==> config.mk <==
export PLATFORM = sky130hd
export DESIGN_NAME = mp_add_ctrl
export DESIGN_NICKNAME = d
export VERILOG_FILES = /design/src/rtl/mp_add_pkg.sv /design/src/rtl/mp_add_ctrl_rca.sv /design/src/rtl/mp_add_ctrl.sv
export SDC_FILE = /design/constraint.sdc
export NUM_CORES = 1
export LEC_CHECK = 0
export ABC_AREA = 1
export ABC_CLOCK_PERIOD_IN_PS = 5860
export BUFFER_PORTS_ARGS = -buffer_cell sky130_fd_sc_hd__buf_2
export CAP_MARGIN = 10
export CORE_MARGIN = 5
export CORE_UTILIZATION = 50
export CTS_BUF_LIST = sky130_fd_sc_hd__clkbuf_4 sky130_fd_sc_hd__clkbuf_8 sky130_fd_sc_hd__clkbuf_16
export DETAILED_ROUTE_END_ITERATION = 12
export HOLD_SLACK_MARGIN = 0.12
export PLACE_DENSITY = 0.79
export SLEW_MARGIN = 20
export SYNTH_ARGS = -nofsm -noshare
export SYNTH_HDL_FRONTEND = slang
export SYNTH_SLANG_ARGS = --single-unit
==> constraint.sdc <==
create_clock -name clk -period 5.86 [get_ports clk]
set_input_delay 1.465 -clock clk [delete_from_list [all_inputs] [get_ports clk]]
set_output_delay 1.465 -clock clk [all_outputs]
set_load 0.02 [all_outputs]
==> src/rtl/mp_add_pkg.sv <==
// Shared constants and FSM encoding for the multi-precision adder sequencer.
package mp_add_pkg;
    localparam int BYTE_W    = 8;
    localparam int MAX_WORDS = 16;
    localparam int IDX_W     = $clog2(MAX_WORDS);

    typedef enum logic [1:0] {
        ST_IDLE = 2'd0,
        ST_RUN  = 2'd1,
        ST_DONE = 2'd2
    } state_e;
endpackage

==> src/rtl/mp_add_ctrl_rca.sv <==
// rca_8bit: 8-bit ripple-carry adder, the byte datapath shared across all bytes
// of a multi-precision add.
module rca_8bit
    import mp_add_pkg::*;
(
    input  logic [BYTE_W-1:0] a,
    input  logic [BYTE_W-1:0] b,
    input  logic              c_in,
    output logic [BYTE_W-1:0] s,
    output logic              c_out
);
    logic [BYTE_W:0] c;

    assign c[0] = c_in;

    for (genvar i = 0; i < BYTE_W; i++) begin : g_fa
        assign s[i]   = a[i] ^ b[i] ^ c[i];
        assign c[i+1] = (a[i] & b[i]) | (c[i] & (a[i] ^ b[i]));
    end

    assign c_out = c[BYTE_W];
endmodule

==> src/rtl/mp_add_ctrl.sv <==
// Multi-precision add sequencer: one rca_8bit walked over WORDS bytes, LSB first.
// Optional subtract mode is enabled by defining MP_ADD_SUB_EN (adds a 'sub' port).
module mp_add_ctrl
    import mp_add_pkg::*;
#(
    parameter int WORDS = 4
) (
    input  logic                  clk,
    input  logic                  rst_n,
    input  logic                  start,
    input  logic [BYTE_W*WORDS-1:0] a,
    input  logic [BYTE_W*WORDS-1:0] b,
    input  logic                  c_in,
`ifdef MP_ADD_SUB_EN
    input  logic                  sub,
`endif
    output logic                  busy,
    output logic                  done,
    output logic [BYTE_W*WORDS-1:0] s,
    output logic                  c_out
);
    localparam int W = BYTE_W * WORDS;

    state_e           state_q, state_d;
    logic [IDX_W-1:0] idx_q, idx_d;
    logic             carry_q, carry_d;
    logic [W-1:0]     a_q, a_d, b_q, b_d, s_q, s_d;
    logic             c_out_q, c_out_d;

    logic [BYTE_W-1:0] a_byte, b_byte, sum_byte;
    logic              add_co;
    logic              last_byte;

    assign a_byte    = a_q[idx_q*BYTE_W +: BYTE_W];
    assign last_byte = (idx_q == IDX_W'(WORDS-1));

`ifdef MP_ADD_SUB_EN
    logic sub_q, sub_d;
    // Subtract as a + ~b + 1: invert B bytes; the +1 is the forced initial carry.
    assign b_byte = sub_q ? ~b_q[idx_q*BYTE_W +: BYTE_W] : b_q[idx_q*BYTE_W +: BYTE_W];
`else
    assign b_byte = b_q[idx_q*BYTE_W +: BYTE_W];
`endif

    rca_8bit u_rca (
        .a    (a_byte),
        .b    (b_byte),
        .c_in (carry_q),
        .s    (sum_byte),
        .c_out(add_co)
    );

    always_comb begin
        state_d = state_q;
        idx_d   = idx_q;
        carry_d = carry_q;
        a_d     = a_q;
        b_d     = b_q;
        s_d     = s_q;
        c_out_d = c_out_q;
`ifdef MP_ADD_SUB_EN
        sub_d   = sub_q;
`endif
        case (state_q)
            ST_IDLE: begin
                if (start) begin
                    state_d = ST_RUN;
                    a_d     = a;
                    b_d     = b;
                    idx_d   = '0;
                    carry_d = c_in;
                    s_d     = '0;
                    c_out_d = 1'b0;
`ifdef MP_ADD_SUB_EN
                    sub_d   = sub;
                    if (sub) carry_d = 1'b1;
`endif
                end
            end
            ST_RUN: begin
                s_d[idx_q*BYTE_W +: BYTE_W] = sum_byte;
                carry_d = add_co;
                if (last_byte) begin
                    c_out_d = add_co;
                    idx_d   = '0;
                    state_d = ST_DONE;
                end else begin
                    idx_d   = idx_q + IDX_W'(1);
                end
            end
            ST_DONE: state_d = ST_IDLE;
            default: state_d = ST_IDLE;
        endcase
    end

    always_ff @(posedge clk or negedge rst_n) begin
        if (!rst_n) begin
            state_q <= ST_IDLE;
            idx_q   <= '0;
            carry_q <= 1'b0;
            a_q     <= '0;
            b_q     <= '0;
            s_q     <= '0;
            c_out_q <= 1'b0;
`ifdef MP_ADD_SUB_EN
            sub_q   <= 1'b0;
`endif
        end else begin
            state_q <= state_d;
            idx_q   <= idx_d;
            carry_q <= carry_d;
            a_q     <= a_d;
            b_q     <= b_d;
            s_q     <= s_d;
            c_out_q <= c_out_d;
`ifdef MP_ADD_SUB_EN
            sub_q   <= sub_d;
`endif
        end
    end

    assign busy  = (state_q == ST_RUN);
    assign done  = (state_q == ST_DONE);
    assign s     = s_q;
    assign c_out = c_out_q;
endmodule

* Yosys cells after proc, flatten, opt, wreduce, memory -nomap -nowiden
Index checks and enable logic that the tools add are counted.
W data, S select, Z words.
** Storage, ports and cells
- Logic and storage cells :: 78
- Output and inout port bits :: 35
- Bits of input ports :: 68
- Register bits :: 104
** Cells by class
- Reduce and logical (&&, ||, !) cells :: 6
- Bitwise operators :: 40
- Add/subtract/negate cells :: 2
- Equality and inequality tests :: 5
- Multiplexer cells :: 14
- Shift-type cells :: 4
** Operators by type and width (count)
- $pmux W32 S2 :: 1
- $shiftx A32 B8 Y8 :: 2
- $neg A7 Y34 :: 1
- $shift A8 B34 Y32 const A :: 1
- $shiftx A8 B34 Y32 :: 1
- $bwmux W32 :: 1
- $mux W32 :: 1
- $and A1 B1 Y1 :: 16
- $xor A1 B1 Y1 :: 16
- $mux W4 :: 2
- $or A1 B1 Y1 :: 8
- $pmux W4 S2 :: 1
- $reduce_and A2 Y1 :: 3
- $add A4 B1 Y4 const B :: 1
- $eq A4 B2 Y1 const B :: 1
- $mux W2 :: 2
- $pmux W1 S2 :: 2
- $pmux W2 S2 :: 1
- $mux W1 :: 3
- $reduce_and A3 Y1 :: 1
- $eq A2 B1 Y1 const B :: 1
- $eq A2 B2 Y1 const B :: 1
- $logic_not A2 Y1 :: 1
- $ne A2 B1 Y1 const B :: 1
- other kinds (2) :: 2

* Longest topological paths before layout
Gate-level depths: netlist (run 1).
- Depth after elaboration :: 20
- Depth in mapped cells :: 19
- Mapped depth without buffers :: 17

* By module
Synthesis (run 1) repeated with hierarchy kept, for this count alone.
** Unflattened totals
- Cells, all modules :: 631
- Area total of the unflattened synthesis :: 5138.7 µm²
** Modules (own cells, without submodules)
- mp_add_ctrl :: times used 1, area each 4941.0 µm², cells each 613
- rca_8bit :: times used 1, area each 197.7 µm², cells each 18

* Least setup slack after synthesis (run 1)
Ideal clock, no wire load.
- Kind :: reg2reg
- Start point :: reg idx_q[0]
- End point :: reg s_q[31] (netlist: s[31])
- Setup slack :: 1.143 ns
- Buffers on the path :: 2
- Period minus slack after synthesis :: 4.717 ns
- Setup time :: 0.120 ns
- Arrival :: 4.597 ns
- Required time :: 5.740 ns
- Stages on the path, launching flop included :: 20
- Path through :: dfrtp_1 buf_2 clkinv_1 clkbuf_1 nor2_1 o22ai_1 nand2_1 fa_1 fa_1 fa_1 fa_1 fa_1 fa_1 fa_1 inv_1 fa_1 nand2_1 nor2_1 nand2_1 nand2_1
** Between the ends
- Word-level cells in the longest chain between the ends :: 20
- Elaborated cells between the ends (all ways) :: 44
- Classes of those cells :: add/sub (1); shift (4); mux (2); bitwise (37)
** RTL lines
- start: declaration :: RTL line mp_add_ctrl.sv:25 : logic [IDX_W-1:0] idx_q, idx_d;
- start signal: assignment :: RTL line mp_add_ctrl.sv:110 : idx_q <= idx_d;
- $shiftx A32 B8 Y8, on equally long branches :: RTL line mp_add_ctrl.sv:34, mp_add_ctrl.sv:42
- $xor A1 B1 Y1 :: RTL line mp_add_ctrl_rca.sv:17, mp_add_ctrl_rca.sv:18
- $and A1 B1 Y1 :: RTL line mp_add_ctrl_rca.sv:18 : assign c[i+1] = (a[i] & b[i]) | (c[i] & (a[i] ^ b[i]));
- $or A1 B1 Y1 :: RTL line mp_add_ctrl_rca.sv:18
- $and A1 B1 Y1 :: RTL line mp_add_ctrl_rca.sv:18
- $or A1 B1 Y1 :: RTL line mp_add_ctrl_rca.sv:18
- $and A1 B1 Y1 :: RTL line mp_add_ctrl_rca.sv:18
- $or A1 B1 Y1 :: RTL line mp_add_ctrl_rca.sv:18
- [... 4 more ...]
- $and A1 B1 Y1 :: RTL line mp_add_ctrl_rca.sv:18
- $or A1 B1 Y1 :: RTL line mp_add_ctrl_rca.sv:18
- $and A1 B1 Y1 :: RTL line mp_add_ctrl_rca.sv:18
- $or A1 B1 Y1 :: RTL line mp_add_ctrl_rca.sv:18
- $xor A1 B1 Y1 :: RTL line mp_add_ctrl_rca.sv:17 : assign s[i] = a[i] ^ b[i] ^ c[i];
- $shiftx A8 B34 Y32 :: RTL line mp_add_ctrl.sv:81 : s_d[idx_q*BYTE_W +: BYTE_W] = sum_byte;
- $bwmux W32 * :: RTL line mp_add_ctrl.sv:81
- $pmux W32 S2 * :: RTL line mp_add_ctrl.sv:64 : case (state_q)
- end signal: assignment :: RTL line mp_add_ctrl.sv:103 : s_q <= '0;
- end signal: assignment :: RTL line mp_add_ctrl.sv:114 : s_q <= s_d;
- end: declaration :: RTL line mp_add_ctrl.sv:27 : logic [W-1:0] a_q, a_d, b_q, b_d, s_q, s_d;
Mark *: on every way between the ends. The rest lies on a longest branch, timed or not.
A chain may end at the register's enable or synchronous reset.

* Worst setup path in the final report (run 1)
- Start point :: reg idx_q[0]
- End point :: reg s_q[15] (netlist: s[15])
Same word-level chain as after synthesis.

==> results.py, run 1 <==
metrics = {
    "global_route": {
        "overflow": 0,
        "grt_max_degree": 67,
        "antenna_found_initial": 0,
        "grt_pass1_wl_mm": 19.5,
        "grt.total_usage_pct": 21.1,
        "grt_pass1_vias": 4083,
    },
    "worst_setup_path": {
        "criticalPathCategory": "reg -> reg",
        "cp_cell_sequence": "clkinv_1 -> o21ai_0 -> o22ai_1 -> nand2_1 -> fa_1 -> fa_1 -> fa_1 -> fa_1 -> fa_1 -> fa_1 -> fa_1 -> inv_1 -> fa_1 -> nand2_1 -> nor2_1 -> nand2_1 -> nand2_1",
        "critPathMostFrequentCell": "fa_1",
        "crit_required_ns": 6.13,
        "regToRegStartpoint": "idx_q[0]",
        "crit_family": "adder cells",
        "cp-startpoint": "idx_q[0]",
        "slowest_delay_ns": 0.47,
        "worstPathBufferInverterCount": 2,
        "worst_ep_arrival_time_ns": 5.22,
        "critPathMaxFanout": 22,
        "worstSetupEndpointType": "flip-flop",
        "cp-start-kind": "flip-flop",
        "critical_path.slowest_cell": "dfrtp_1",
    },
    "cells_and_area": {
        "diodes": 0,
        "drive_gt1_share_pct": 20.5,
        "seq_area_mm2": 0.00260,
        "design_area_mm2": 0.00566,
        "multi_input_area_mm2": 0.00206,
        "fillers": 919,
        "finish.net_count": 771,
        "area_delta_synth_final_pct": 16.3,
    },
    "die": {
        "row_count": 36,
        "fp.dieW_um": 109,
        "die_h_um": 109,
        "dieArea_mm2": 0.0118,
        "ios": 103,
        "coreArea_mm2": 0.00964,
        "initial_core_util_pct": 50.5,
    },
    "route": {
        "vias": 4215,
        "wirelength_mm": 11.9,
        "via_per_inst": 5.08,
        "drt_iter0_drc": 323,
        "antenna_left": 0,
        "wl_per_cell_um": 14.3,
        "post-route-drc-count": 0,
        "drt_pre_antenna_iters": 5,
    },
    "power_and_ir_drop": {
        "ir_worst_vdd_v": 0.000307,
        "p_sw_share_pct": 47.2,
        "switchingPower_mw": 1.64,
        "intPower_mw": 1.84,
        "clockPowerShare_pct": 12.8,
        "powerDensity_mw_per_mm2": 615,
        "p_leak_nw": 3.13,
        "p_seq_share_pct": 34.6,
        "comb_power_share_pct": 52.6,
    },
    "yosys": {
        "ys_types": 27,
        "synth.net_count": 681,
        "synthTopCellsByArea": "dfrtp_1 (53%), nand2_1 (21%), nor2_1 (4.1%)",
        "synth_top_cell_by_area": "dfrtp_1",
        "yosysWarnings": 0,
        "yosysSeqAreaShare_pct": 53.5,
        "syn_inst": 602,
        "synth_area_per_cell_um2": 8.09,
        "ys_seq_elements": 104,
        "synth_top_area_share_pct": 53.5,
        "syn_area_mm2": 0.00487,
    },
    "sta": {
        "drv_slew": 0,
        "fin_skew_ns": 0.0128,
        "maxSlewHeadroom_pct": 55.2,
        "final_hold_viol_count": 0,
        "fin_setup_tns_ns": 0,
        "fin_crit_ns": 4.94,
        "fmax_ghz": 0.202,
        "tightest_slew_ns": 0.673,
        "setup_violations": 0,
        "fin_crit_sh_pct": 84.4,
        "rsz0062_at_grt": "no",
    },
    "cts": {
        "clk_latency_ns": 0.37,
        "cts_made_buffers": 9,
        "path_clk_slew_ns": 0.10,
        "post_cts_buffers": 0,
        "ctsHoldBuffers": 0,
        "cts_max_level": 3,
        "ctsResizeCount": 0,
        "ctsLongestPathBuffers": 2,
        "cts_tree": "yes",
        "clock-sinks": 104,
        "root_buffer": "clkbuf_8",
    },
    "job": {
        "drv_cap": 0,
    },
    "hold_path": {
        "min_path_type": "reg -> reg",
        "hp-start": "a_q[14]",
    },
    "place": {
        "gp_congestion": 0.955,
        "placed_area_mm2": 0.00547,
        "io_buffers": 102,
        "dpl.hpwl_mm": 8.92,
    },
    "run_status": {
        "outcome": "finished, final reports clean",
    },
}
kinds of logic after synthesis:
logic type	count (synthesis)	share of synthesized area [%]
AND/OR/NAND/NOR	366	29.7
flip-flops	104	53.5
AO/OA/AOI/OAI	69	8.17
buffers and inverters	50	4.29
adder cells (fa/ha/maj)	11	4.06
XOR/XNOR	2	0.360
worst min-delay path: stages (launching register included):
cell and delay [ns]:
dfrtp_1 0.35, nand2_1 0.05, nand2_1 0.05
final cells by class:
| cell class | count | share of cell area [%] |
|---|---|---|
| clock inverter | 6 | 1.04 |
| tap | 133 | 2.94 |
| inverter | 20 | 1.33 |
| clock buffer | 10 | 2.32 |
| multi-input combinational | 448 | 36.4 |
| timing repair buffer | 109 | 9.98 |
| sequential | 104 | 45.9 |
path summary, 6_finish.rpt:
| kind | endpoint | slack, ns | cells after the start |
|---|---|---|---|
| max | s[15] | 0.92 | 17 |
| min reg2reg | a_q[14] | 0.48 | 2 |
| min | a_q[14] | 0.48 | 2 |
| min in group asynchronous | s[4] | 1.10 | 1 |
| max reg2reg | s[15] | 0.92 | 17 |
| max in group asynchronous | b_q[25] | 3.64 | 2 |
stage by stage:
stage               instances  total power [mW]  util, %  hold WS (ns)  setup slack, ns
detailed placement        814              3.05     56.8         0.455            0.951
floorplan                 602              2.47        -         0.437             1.14
global placement          814              2.98     56.8         0.455             1.15
CTS                       830              3.50     58.8         0.477            0.943
finish                    830              3.48     58.8         0.476            0.915
global route              830              3.79     58.8         0.506            0.609
cells in the mapped netlist, drive strengths merged:
cell type and count:
o211ai 1, buf 12, a21oi 4, dfrtp 104, nand2 270, or2 2, clkinv 2, nand3 31
fa 8, nor3 5, nand4 2, nor2 56, ha 3, xor2 2, inv 18, o21ai 48
o22ai 16, clkbuf 18
state kept, by name, indices dropped and copies added, names as in the netlist:
name	count
carry_q	1
b_q	32
s	32
c_out	1
a_q	32
state_q	2
idx_q	4
power groups by stage:
stage                     combinational, mW  clock, mW  sequential [mW]
after floorplan                        1.26          0             1.22
after global routing                   2.07      0.485             1.24
after CTS                              1.84      0.452             1.20
final                                  1.83      0.446             1.21
after global placement                 1.77          0             1.21
after detailed placement               1.84          0             1.22
layout by cell type (no fill, tap or decap), drive strengths merged:
| cell type | n |
|---|---|
| o21ai | 48 |
| nor3 | 5 |
| clkbuf | 10 |
| or2 | 2 |
| a21oi | 4 |
| nand3 | 31 |
| bufinv | 1 |
| nand4 | 2 |
| dfrtp | 104 |
| clkinv | 6 |
| o22ai | 16 |
| buf | 109 |
| xor2 | 2 |
| nor2 | 56 |
| inv | 19 |
| nand2 | 270 |
| ha | 3 |
| fa | 8 |
| o211ai | 1 |
routing by layer:
metal | routed length, um | up-vias | track usage [%]
met1 | 5220 | 1992 | 28.9
met2 | 5810 | 125 | 34.2
met5 | 0 | - | 0
met4 | 194 | 0 | 6.58
met3 | 654 | 14 | 4.09
li1 | - | 2084 | -
Power figures use the tool's default switching activity.
==> run 2, diff against run 1 <==
--- a/config.mk
+++ b/config.mk
@@ -6,15 +6,15 @@
 export NUM_CORES = 1
 export LEC_CHECK = 0
 export ABC_AREA = 1
-export ABC_CLOCK_PERIOD_IN_PS = 5860
+export ABC_CLOCK_PERIOD_IN_PS = 4500
 export BUFFER_PORTS_ARGS = -buffer_cell sky130_fd_sc_hd__buf_2
 export CAP_MARGIN = 10
 export CORE_MARGIN = 5
-export CORE_UTILIZATION = 50
+export CORE_UTILIZATION = 49
 export CTS_BUF_LIST = sky130_fd_sc_hd__clkbuf_4 sky130_fd_sc_hd__clkbuf_8 sky130_fd_sc_hd__clkbuf_16
 export DETAILED_ROUTE_END_ITERATION = 12
 export HOLD_SLACK_MARGIN = 0.12
-export PLACE_DENSITY = 0.79
+export PLACE_DENSITY = 0.81
 export SLEW_MARGIN = 20
 export SYNTH_ARGS = -nofsm -noshare
 export SYNTH_HDL_FRONTEND = slang
==> constraint.sdc (replaced) <==
create_clock -name clk -period 4.5 [get_ports clk]
set_input_delay 1.125 -clock clk [delete_from_list [all_inputs] [get_ports clk]]
set_output_delay 1.125 -clock clk [all_outputs]
set_load 0.02 [all_outputs]
==> run 2 against run 1 <==
Core utilization is 0.84 points higher. Clock power is 32% higher. Critical path depth stayed put. Sequential power is 30% higher. Routed wire length is 1.4% higher.
==> results.py, run 2 (synthesized netlist as in run 1, its figures left out) <==
metrics = {
    "global_route": {
        "grt_max_degree": 90,
        "grt.total_usage_pct": 21.0,
        "overflow": 0,
        "grt_pass1_wl_mm": 19.6,
        "grt_pass1_vias": 4239,
        "antenna_found_initial": 0,
    },
    "sta": {
        "fmax_ghz": 0.231,
        "fin_crit_sh_pct": 96.4,
        "rsz0062_at_grt": "no",
        "maxSlewHeadroom_pct": 43.1,
        "fin_skew_ns": 0.00825,
        "setup_violations": 0,
        "fin_setup_tns_ns": 0,
        "fin_ws_ns": 0.163,
        "fin_crit_ns": 4.34,
        "holdWs_ns": 0.481,
        "final_hold_viol_count": 0,
        "drv_slew": 0,
        "tightest_slew_ns": 0.854,
    },
    "route": {
        "antenna_left": 0,
        "via_per_inst": 5.07,
        "vias": 4276,
        "wirelength_mm": 12.0,
        "drt_iter0_drc": 273,
        "drt_pre_antenna_iters": 5,
        "wl_per_cell_um": 14.3,
        "post-route-drc-count": 0,
    },
    "power_and_ir_drop": {
        "powerDensity_mw_per_mm2": 806,
        "p_leak_nw": 3.19,
        "ir_worst_vdd_v": 0.000390,
    },
    "worst_setup_path": {
        "worst_ep_arrival_time_ns": 4.60,
        "r2r_end": "s[31]",
        "r2r_slack_ns": 0.16,
        "cp-startpoint": "idx_q[1]",
        "reg2reg_depth": 17,
        "worstSetupEndpointType": "flip-flop",
        "criticalPathCategory": "reg -> reg",
        "crit_required_ns": 4.76,
        "cp-start-kind": "flip-flop",
        "critPathMaxFanout": 5,
        "regToRegStartpoint": "idx_q[1]",
    },
    "hold_path": {
        "min_path_type": "reg -> reg",
        "hold_end": "b_q[31]",
        "hp-start": "b_q[31]",
        "holdPathStages": 2,
    },
    "cells_and_area": {
        "final_common_cell": "nand2_1",
        "diodes": 0,
        "seq_area_mm2": 0.00260,
        "utilization_pct": 59.6,
        "final_cell_mix": "nand2_1 (269), dfrtp_1 (103), buf_2 (101), nor2_1 (52), o21ai_0 (38)",
        "fillers": 889,
        "multi_input_area_mm2": 0.00208,
        "area_delta_synth_final_pct": 19.1,
        "drive_gt1_share_pct": 23.1,
        "finish.net_count": 784,
    },
    "die": {
        "fp.dieW_um": 110,
        "row_count": 36,
        "initial_core_util_pct": 50.0,
        "die_h_um": 110,
        "coreArea_mm2": 0.00973,
        "dieArea_mm2": 0.0120,
        "ios": 103,
    },
    "cts": {
        "clk_latency_ns": 0.37,
        "root_buffer": "clkbuf_8",
        "cts_max_level": 3,
        "path_clk_slew_ns": 0.09,
        "ctsHoldBuffers": 0,
        "clock-sinks": 104,
        "cts_tree": "yes",
        "cts_made_buffers": 9,
        "ctsLongestPathBuffers": 2,
    },
    "place": {
        "io_buffers": 102,
        "pre_cts_ws_ns": -0.0848,
        "dpl.hpwl_mm": 9.14,
        "gp_congestion": 0.903,
    },
    "run_status": {
        "outcome": "finished, final reports clean",
    },
    "job": {
        "drv_cap": 0,
    },
}
-- run 2: area by class of cell --
class | count | area share [%]
clock buffers | 11 | 2.50
clock inverters | 5 | 0.971
inverters | 20 | 1.38
multi-input cells | 448 | 35.8
flip-flops and latches | 104 | 44.9
well taps | 133 | 2.87
repair buffers | 122 | 11.6
-- run 2: through the flow --
stage / power [mW] / instances / area [um2]
final: 4.68 / 843 / 5800
after global routing: 5.07 / 843 / 5800
after CTS: 4.65 / 840 / 5760
after detailed placement: 4.03 / 823 / 5550
after global placement: 3.95 / 823 / 5550
after floorplan: 3.26 / 602 / 4910
-- run 2: routing by layer --
metal / global-route usage, % / wire length [um]
met1: 28.4 / 5290
met2: 34.0 / 5840
met3: 3.05 / 652
met4: 8.64 / 266
met5: 0 / 0
-- run 2: report_power, final --
| part | internal (mW) | switching (mW) | total (mW) |
|---|---|---|---|
| clock | 0.278 | 0.312 | 0.590 |
| sequential | 1.31 | 0.251 | 1.57 |
| combinational | 0.920 | 1.60 | 2.52 |
-- run 2: worst max path at each step --
stage	end	depth (start not counted)
3_3_place_gp	s[31]	16
6_report	s[31]	17
2_1_floorplan	s[31]	19
3_5_place_dp	s[31]	16
5_1_grt	s[31]	17
4_1_cts	s[31]	17
-- run 2: worst max-delay path, cell delays in order (launching register included) --
cell and delay, ns:
dfrtp_1 0.43, inv_2 0.10, o21ai_0 0.09, o22ai_1 0.17
nand2_1 0.11, fa_2 0.37, fa_2 0.35, fa_2 0.35
fa_2 0.37, fa_2 0.35, fa_1 0.39, fa_1 0.38
inv_1 0.08, fa_1 0.42, nand2_1 0.10, nor2_1 0.06
nand2_1 0.07, nand2_1 0.05
-- run 2: timing repair --
item                                    in CTS  in global routing
pin swaps                                    0                  2
endpoints found under the setup margin       3                  3
resized for setup                            3                  4
buffers inserted                             1                  3
==> run 3, diff against run 2 <==
--- a/config.mk
+++ b/config.mk
@@ -6,15 +6,15 @@
 export NUM_CORES = 1
 export LEC_CHECK = 0
 export ABC_AREA = 1
-export ABC_CLOCK_PERIOD_IN_PS = 4500
+export ABC_CLOCK_PERIOD_IN_PS = 5250
 export BUFFER_PORTS_ARGS = -buffer_cell sky130_fd_sc_hd__buf_2
 export CAP_MARGIN = 10
 export CORE_MARGIN = 5
-export CORE_UTILIZATION = 49
+export CORE_UTILIZATION = 50
 export CTS_BUF_LIST = sky130_fd_sc_hd__clkbuf_4 sky130_fd_sc_hd__clkbuf_8 sky130_fd_sc_hd__clkbuf_16
 export DETAILED_ROUTE_END_ITERATION = 12
 export HOLD_SLACK_MARGIN = 0.12
-export PLACE_DENSITY = 0.81
+export PLACE_DENSITY = 0.74
 export SLEW_MARGIN = 20
 export SYNTH_ARGS = -nofsm -noshare
 export SYNTH_HDL_FRONTEND = slang
==> constraint.sdc (replaced) <==
create_clock -name clk -period 5.25 [get_ports clk]
set_input_delay 1.3125 -clock clk [delete_from_list [all_inputs] [get_ports clk]]
set_output_delay 1.3125 -clock clk [all_outputs]
set_load 0.02 [all_outputs]
==> run 3 against run 2 <==
Critical path depth did not move. First-iteration DRC count is 11% lower. Worst hold slack got worse by 0.0050 ns. Clock power fell by 16%. Flip-flop and latch count stayed put. Global-route usage grew 0.39 points. Routed wire length is 1.8% lower. Setup slack gained 0.33 ns. Sequential power is 14% lower. Register-to-register slack improved by 0.33 ns. Core utilization fell by 0.55 points. Via count down 2.2%. Critical endpoint is now s[15]. Highest routed layer unchanged.
==> results.py, run 3 (synthesized netlist as in run 1, its figures left out) <==
metrics = {
    "run_status": {
        "outcome": "finished, final reports clean",
    },
    "route": {
        "wl_per_cell_um": 14.2,
        "wirelength_mm": 11.8,
        "via_per_inst": 5.02,
        "vias": 4183,
        "post-route-drc-count": 0,
        "drt_iter0_drc": 243,
        "drt_pre_antenna_iters": 5,
        "antenna_left": 0,
    },
    "cts": {
        "ctsResizeCount": 0,
        "ctsHoldBuffers": 0,
        "path_clk_slew_ns": 0.09,
        "ctsLongestPathBuffers": 2,
        "clk_latency_ns": 0.38,
        "clock-sinks": 104,
        "cts_made_buffers": 9,
        "cts_tree": "yes",
        "root_buffer": "clkbuf_8",
        "cts_max_level": 3,
        "post_cts_buffers": 0,
    },
    "hold_path": {
        "hp-start": "a_q[11]",
        "holdPathStages": 2,
        "min_path_type": "reg -> reg",
        "hold_end": "a_q[11]",
    },
    "place": {
        "place_inst": 817,
        "io_buffers": 102,
        "dpl.hpwl_mm": 8.92,
        "gp_congestion": 0.905,
    },
    "worst_setup_path": {
        "critPathMostFrequentCell": "fa_1",
        "r2r_end": "s[15]",
        "regToRegStartpoint": "idx_q[1]",
        "crit_required_ns": 5.52,
        "slowest_delay_ns": 0.50,
        "worstSetupEndpointType": "flip-flop",
        "worst_ep_arrival_time_ns": 5.03,
        "r2r_slack_ns": 0.49,
        "cp_cell_sequence": "inv_1 -> o21ai_0 -> o22ai_1 -> nand2_1 -> fa_1 -> fa_1 -> fa_1 -> fa_1 -> fa_1 -> fa_1 -> fa_1 -> inv_1 -> fa_1 -> nand2_1 -> nor2_1 -> nand2_1 -> nand2_1",
        "criticalPathCategory": "reg -> reg",
        "critPathMaxFanout": 12,
        "cp-start-kind": "flip-flop",
        "critical_path.slowest_cell": "dfrtp_1",
        "reg2reg_depth": 17,
    },
    "sta": {
        "rsz0062_at_grt": "no",
        "final_hold_viol_count": 0,
        "fmax_ghz": 0.210,
        "tightest_slew_ns": 0.963,
        "drv_slew": 0,
        "setup_violations": 0,
        "fin_setup_tns_ns": 0,
        "maxSlewHeadroom_pct": 35.8,
        "fin_skew_ns": 0.0143,
        "holdWs_ns": 0.476,
        "fin_crit_sh_pct": 90.6,
        "fin_crit_ns": 4.76,
    },
    "cells_and_area": {
        "area_delta_synth_final_pct": 16.9,
        "finish.net_count": 774,
        "finalNonFillerCells": 833,
        "utilization_pct": 59.1,
        "diodes": 0,
        "drive_gt1_share_pct": 20.9,
        "final_cell_mix": "nand2_1 (269), dfrtp_1 (104), buf_2 (101), nor2_1 (52), o21ai_0 (38)",
        "final_common_cell": "nand2_1",
    },
    "global_route": {
        "grt_max_degree": 66,
        "met3_usage_pct": 3.49,
        "grt_pass1_vias": 4192,
        "antenna_found_initial": 0,
        "use_met1_pct": 28.3,
        "grt.total_usage_pct": 21.4,
        "overflow": 0,
        "grt_pass1_wl_mm": 19.7,
        "busiest_layer": "met2",
        "gr-usage-met2_pct": 35.5,
    },
    "die": {
        "fp.dieW_um": 109,
        "coreArea_mm2": 0.00964,
        "dieArea_mm2": 0.0118,
        "ios": 103,
        "die_h_um": 109,
        "row_count": 36,
        "initial_core_util_pct": 50.5,
    },
    "power_and_ir_drop": {
        "ir_worst_vdd_v": 0.000381,
        "p_total_mw": 3.91,
        "p_leak_nw": 3.14,
        "powerDensity_mw_per_mm2": 687,
    },
    "job": {
        "drv_cap": 0,
    },
}
-- run 3: routing by layer --
metal | routed length (um) | up-vias
met3 | 650 | 18
met5 | 0 | -
li1 | - | 2088
met1 | 5150 | 1954
met4 | 230 | 0
met2 | 5800 | 123
-- run 3: final cells by class --
| type | count | area, um2 |
|---|---|---|
| Tap cell | 133 | 166 |
| Clock inverter | 5 | 57.6 |
| Timing Repair Buffer | 112 | 588 |
| Sequential cell | 104 | 2600 |
| Fill cell | 922 | 3950 |
| Inverter | 20 | 75.1 |
| Clock buffer | 11 | 139 |
| Multi-Input combinational cell | 448 | 2060 |
-- run 3: how the worst max path moves through the flow --
| stage | startpoint | end | slack (ns) |
|---|---|---|---|
| after CTS | idx_q[1] | s[15] | 0.50 |
| after global routing | idx_q[1] | s[31] | 0.27 |
| after global placement | idx_q[1] | s[31] | 0.69 |
| final | idx_q[1] | s[15] | 0.49 |
| after detailed placement | idx_q[1] | s[15] | 0.50 |
| after floorplan | idx_q[0] | s[31] | 0.53 |
-- run 3: per-stage QoR --
step / instance area, um2 / setup slack, ns
detailed placement: 5500 / 0.504
global placement: 5500 / 0.692
CTS: 5690 / 0.500
finish: 5690 / 0.491
floorplan: 4870 / 0.533
global route: 5690 / 0.270
-- run 3: where the power goes --
part | internal [mW] | switching, mW
registers | 1.13 | 0.220
clock network | 0.231 | 0.264
logic | 0.717 | 1.35
total | 2.07 | 1.83
-- run 3: worst max-delay path: cells and delay by family (launching register included) --
family          cells  cell delay (ns)
buf+inv             2             0.28
simple gates        5             0.40
flops               1             0.50
fa+ha+maj           8             3.20
compound gates      2             0.28
